`src/rtl/hazard_scoreboard_pkg.sv`:
```
// Shared sizing for the register-file hazard scoreboard and its writeback arbiter.
package hazard_scoreboard_pkg;
  localparam int NREG       = 16;
  localparam int RNUM_W     = 4;
  localparam int DATA_W     = 32;
  localparam int STARVE_MAX = 4;
  localparam int CNT_W      = 4;

  typedef enum logic {
    SRC_EX  = 1'b0,
    SRC_MEM = 1'b1
  } wb_src_e;
endpackage

```
`src/rtl/hazard_scoreboard_wb_arbiter.sv`:
```
// EX-priority arbiter for the single RF write port, with a MEM starvation guard.
module wb_arbiter
  import hazard_scoreboard_pkg::*;
#(
  parameter int STARVE_MAX = hazard_scoreboard_pkg::STARVE_MAX
) (
  input  logic    clk,
  input  logic    rst,
  input  logic    ex_wb,
  input  logic    mem_wb,
  output logic    ex_ready,
  output logic    mem_ready,
  output wb_src_e sel
);
  logic [CNT_W-1:0] starve_cnt;
  logic             mem_force;

  assign mem_force = (starve_cnt == CNT_W'(STARVE_MAX));
  assign mem_ready = mem_wb & (~ex_wb | mem_force);
  assign ex_ready  = ex_wb & ~mem_ready;
  assign sel       = mem_ready ? SRC_MEM : SRC_EX;

  // Counts consecutive cycles in which a held MEM request lost to EX.
  always_ff @(posedge clk or negedge rst) begin
    if (!rst)
      starve_cnt <= '0;
    else if (mem_wb & ~mem_ready)
      starve_cnt <= mem_force ? starve_cnt : starve_cnt + CNT_W'(1);
    else
      starve_cnt <= '0;
  end
endmodule

```
`src/rtl/hazard_scoreboard.sv`:
```
// Per-GPR reservation scoreboard: ID stall on RAW/WAW, EX/MEM writeback merge, retire on RF commit.
module hazard_scoreboard
  import hazard_scoreboard_pkg::*;
#(
  parameter int NREG       = hazard_scoreboard_pkg::NREG,
  parameter int RNUM_W     = hazard_scoreboard_pkg::RNUM_W,
  parameter int DATA_W     = hazard_scoreboard_pkg::DATA_W,
  parameter int STARVE_MAX = hazard_scoreboard_pkg::STARVE_MAX
) (
  input  logic              clk,
  input  logic              rst,
  input  logic              id_valid_i,
  input  logic [RNUM_W-1:0] id_r0_num_i,
  input  logic              id_r0_use_i,
  input  logic [RNUM_W-1:0] id_r1_num_i,
  input  logic              id_r1_use_i,
  input  logic              id_w_reserve_i,
  input  logic [RNUM_W-1:0] id_rd_num_i,
  output logic              id_stall_o,
  input  logic              ex_wb_i,
  input  logic [RNUM_W-1:0] ex_rd_num_i,
  input  logic [DATA_W-1:0] ex_rd_data_i,
  output logic              ex_ready_o,
  input  logic              mem_wb_i,
  input  logic [RNUM_W-1:0] mem_rd_num_i,
  input  logic [DATA_W-1:0] mem_rd_data_i,
  output logic              mem_ready_o,
  output logic              rf_we_o,
  output logic [RNUM_W-1:0] rf_num_o,
  output logic [DATA_W-1:0] rf_data_o,
  output logic [NREG-1:0]   reserved_o,
  output logic              err_o
);
  logic [NREG-1:0]   res, res_set, res_clr;
  logic              issue, gnt, err_hit;
  logic [RNUM_W-1:0] gnt_num;
  logic [DATA_W-1:0] gnt_data;
  wb_src_e           sel;

  wb_arbiter #(.STARVE_MAX(STARVE_MAX)) u_arb (
    .clk       (clk),
    .rst       (rst),
    .ex_wb     (ex_wb_i),
    .mem_wb    (mem_wb_i),
    .ex_ready  (ex_ready_o),
    .mem_ready (mem_ready_o),
    .sel       (sel)
  );

  // Registered reservations only; a write retiring this cycle still stalls ID.
  assign id_stall_o = id_valid_i & ((id_r0_use_i & res[id_r0_num_i]) |
                                    (id_r1_use_i & res[id_r1_num_i]) |
                                    (id_w_reserve_i & res[id_rd_num_i]));
  assign issue      = id_valid_i & ~id_stall_o & id_w_reserve_i;

  assign gnt      = ex_ready_o | mem_ready_o;
  assign gnt_num  = (sel == SRC_MEM) ? mem_rd_num_i  : ex_rd_num_i;
  assign gnt_data = (sel == SRC_MEM) ? mem_rd_data_i : ex_rd_data_i;

  assign res_set = issue   ? (NREG'(1) << id_rd_num_i) : '0;
  assign res_clr = rf_we_o ? (NREG'(1) << rf_num_o)    : '0;

  assign err_hit = (gnt & ~res[gnt_num]) |
                   (ex_wb_i & mem_wb_i & (ex_rd_num_i == mem_rd_num_i));

  // Set is applied after clear so a same-bit collision leaves the bit reserved.
  always_ff @(posedge clk or negedge rst) begin
    if (!rst) begin
      res       <= '0;
      rf_we_o   <= 1'b0;
      rf_num_o  <= '0;
      rf_data_o <= '0;
      err_o     <= 1'b0;
    end else begin
      res     <= (res & ~res_clr) | res_set;
      rf_we_o <= gnt;
      if (gnt) begin
        rf_num_o  <= gnt_num;
        rf_data_o <= gnt_data;
      end
      if (err_hit) err_o <= 1'b1;
    end
  end

  assign reserved_o = res;
endmodule
```
`config.mk`:
```
export PLATFORM = sky130hd
export DESIGN_NAME = hazard_scoreboard
export DESIGN_NICKNAME = d
export VERILOG_FILES = /design/src/rtl/hazard_scoreboard_pkg.sv /design/src/rtl/hazard_scoreboard_wb_arbiter.sv /design/src/rtl/hazard_scoreboard.sv
export SDC_FILE = /design/constraint.sdc
export NUM_CORES = 1
export LEC_CHECK = 0
export CAP_MARGIN = 20
export CORE_UTILIZATION = 46
export CTS_CLUSTER_SIZE = 14
export DETAILED_ROUTE_END_ITERATION = 10
export GPL_TIMING_DRIVEN = 0
export PLACE_DENSITY_LB_ADDON = 0.25
export SLEW_MARGIN = 20
export SYNTH_ARGS = -nofsm -noshare
export SYNTH_HDL_FRONTEND = slang
export SYNTH_HIERARCHICAL = 1
export SYNTH_SLANG_ARGS = --single-unit
```
`constraint.sdc`:
```
create_clock -name clk -period 6.1 [get_ports clk]
set_input_delay 0.61 -clock clk [delete_from_list [all_inputs] [get_ports clk]]
set_output_delay 0.61 -clock clk [all_outputs]
set_load 0.05 [all_outputs]
```
==> out/metrics.csv <==
stage,metric,value,unit
grt,grt_max_degree,59,
setup_path,worst-path-max-fanout,10,
clock_tree,root_buffer,clkbuf_8,
setup_path,path_common_cell,clkdlybuf4s50_1,
synthesis,yosys_warnings,6,
sta,slew_viol_final,0,
sta,period_needed,4.298,ns
power,power_density,328.6,mW/mm^2
sta,setup_viol,0,
synthesis,ys_ff_latch,58,
floorplan,coreArea,0.006944,sq mm
synthesis,async_flop_share,100.0,%
setup_path,path_cells,"clkdlybuf4s50_1, buf_2, mux2i_1, nand3b_1, nand4b_1, o22ai_1, clkbuf_1, o21a_1, clkdlybuf4s50_1",
detailed_routing,first_iter_violations,303,
synthesis,synth_ff_type,dfrtp_1,
detailed_routing,drt_wl_total,10450,um
final_layout,layout_common_cells,"clkdlybuf4s50_1 (144), dfrtp_1 (58), mux2i_1 (51), nor2_1 (43), a21oi_1 (39)",
synthesis,syn_inst,332,
sta,slew_headroom,50.30,%
synthesis,synthesis.area,0.003383,sq mm
final_layout,fin_area,0.005137,sq mm
grt,grt_pass1_wl,16480,um
setup_path,crit_arrival,3.69,ns
grt,track_usage,28.22,%
place,finalWeightedCongestion,0.8604,
final_layout,fillers,490,
clock_tree,hold_buffers,0,
power,p_total,1.688,mW
clock_tree,clockBufferDepth,2,
min_path,hp-class,in2async,
power,p_leak,2.059,nW
floorplan,io_pins,149,
place,pre_cts_ws,1.893,ns
floorplan,fp.dieW,87.76,um
detailed_routing,via_per_inst,5.713,
clock_tree,cts_sinks,58,
sta,fin_skew,0.01221,ns
clock_tree,cts_tree,done,
run,maxCapViolations,0,
place,placed_area,0.004952,sq mm
floorplan,die_area,0.007702,sq mm
floorplan,initial_core_util,48.72,%
final_layout,area_growth_syn_to_layout,51.85,%
status,status,finished clean,
clock_tree,clkTransAtPathRegs,0.06,ns
place,dp_cells,573,
sta,fmax,0.2327,GHz
final_layout,fin_cells,588,
floorplan,chipHeight,87.76,um
final_layout,fin_nets,582,
setup_path,crit_slowest_cell,clkdlybuf4s50_1,
sta,hold_viol,0,
setup_path,start_kind,primary input,
setup_path,critPathMaxStageDelay,0.80,ns
clock_tree,cts_resized,0,
power,ir_worst_vdd,170.6,uV
grt,grt_pass1_vias,3332,
synthesis,synth_edf_count,0,
synthesis,synthDistinctLibCells,39,
setup_path,endpoint_kind,primary output,
detailed_routing,drc,0,
synthesis,synth_fp_nets,426,
sta,min_period_over_period,70.46,%
final_layout,antenna_cells,0,
grt,antenna_found_initial,0,
synthesis,avgSynthCellArea,10.19,sq um
sta,setup_slack,1.802,ns
floorplan,rows,30,
detailed_routing,detail_route.first_pass.iterations,5,
final_layout,final_common_cell,clkdlybuf4s50_1,
grt,grt_overflow_total,0,
final_layout,drive_gt1_share,7.317,%
clock_tree,cts_max_level,3,
sta,rsz0062_at_grt,no,
clock_tree,numCtsBuffers,9,
clock_tree,clkLatencyLatePin,0.33,ns
detailed_routing,wl_per_cell,17.76,um
place,numPortBuffers,145,
synthesis,synth.yosys.seq_area_share,42.90,%
place,dpl.hpwl,7698,um
detailed_routing,via_count,3359,
sta,worstMarginPinSlew,0.7455,ns
sta,tns,0,ns
clock_tree,post-cts-setup-buffers,0,
setup_path,required,5.49,ns
setup_path,setup.worst_path.class,in2out,
detailed_routing,drtAntennaViolNets,0,
## worst max-delay path, delay by kind of cell
family	cells	cell delay (ns)
mux	1	0.11
simple gates	2	0.21
buf+inv	4	2.08
compound gates	2	0.68
## metrics by stage
step | hold WS, ns | utilization [%]
final | 0.3418 | 73.98
after global routing | 0.4111 | 73.98
after CTS | 0.3697 | 73.98
after detailed placement | 0.4804 | 71.32
after global placement | 0.4721 | 71.35
after floorplan | 0.3144 | -
## state kept, by name, indices dropped and copies added, names as in the netlist
name / flops
rf_data_o: 32
reserved_o: 16
rf_num_o: 4
u_arb/starve_cnt: 4
err_o: 1
rf_we_o: 1
## power by group
part,internal [mW],switching (mW)
Combinational,0.310,0.458
Clock,0.197,0.148
Sequential,0.457,0.118
Total,0.964,0.725
## area by class of cell
cell class,instances,area [sq um],share of cell area (%)
well taps,96,120.1,2.338
repair buffers,145,1449,28.20
clock buffers,12,145.1,2.825
flip-flops and latches,58,1451,28.25
inverters,10,37.54,0.7306
plain buffers,24,120.1,2.338
multi-input cells,240,1774,34.53
clock inverters,3,40.04,0.7793
## layer usage
layer | up-vias | routed length [um] | GRT usage (%)
met5 | - | 0 | 0
met2 | 208 | 4868 | 44.19
met4 | 0 | 313 | 11.18
met3 | 32 | 1035 | 9.237
met1 | 1585 | 4227 | 36.29
li1 | 1534 | - | -
## cell families after synthesis
kind of cell | synth area share (%)
buffers and inverters | 4.660
AO/OA/AOI/OAI | 15.38
XOR/XNOR | 0.7768
flip-flops | 42.90
AND/OR/NAND/NOR | 13.05
adder cells (fa/ha/maj) | 0.7395
multiplexers | 22.49
## synthesized netlist by cell type (3+ instances only)
library cell,number,area (sq um)
nor2b_1,4,25.02
buf_1,3,11.26
mux4_2,6,135.1
or3_1,4,25.02
o211ai_1,3,22.52
o21ai_0,10,50.05
mux4_1,3,78.83
nand3b_1,7,52.55
clkbuf_1,14,52.55
buf_2,3,15.01
nand3_1,10,50.05
nand2b_1,4,25.02
inv_1,10,37.54
o31ai_1,8,60.06
o41ai_1,14,122.6
dfrtp_1,58,1451
nor2_1,43,161.4
buf_6,3,33.78
nand2_1,8,30.03
mux2i_1,51,510.5
a21oi_1,39,195.2
## worst paths after layout
path	startpoint	end	slack [ns]	cells past startpoint
max in group asynchronous	rst	err_o$_DFFE_PN0P_	5.26	1
max reg2reg	u_arb/starve_cnt[0]$_DFFE_PN0P_	err_o$_DFFE_PN0P_	2.99	11
min in group clk	u_arb/starve_cnt[0]$_DFFE_PN0P_	u_arb/starve_cnt[0]$_DFFE_PN0P_	0.49	1
min	rst	rf_data_o[14]$_DFFE_PN0P_	0.34	1
min reg2reg	u_arb/starve_cnt[0]$_DFFE_PN0P_	u_arb/starve_cnt[0]$_DFFE_PN0P_	0.49	1
max	id_rd_num_i[1]	id_stall_o	1.80	9
Note: power is estimated with default switching activity, not from simulation.
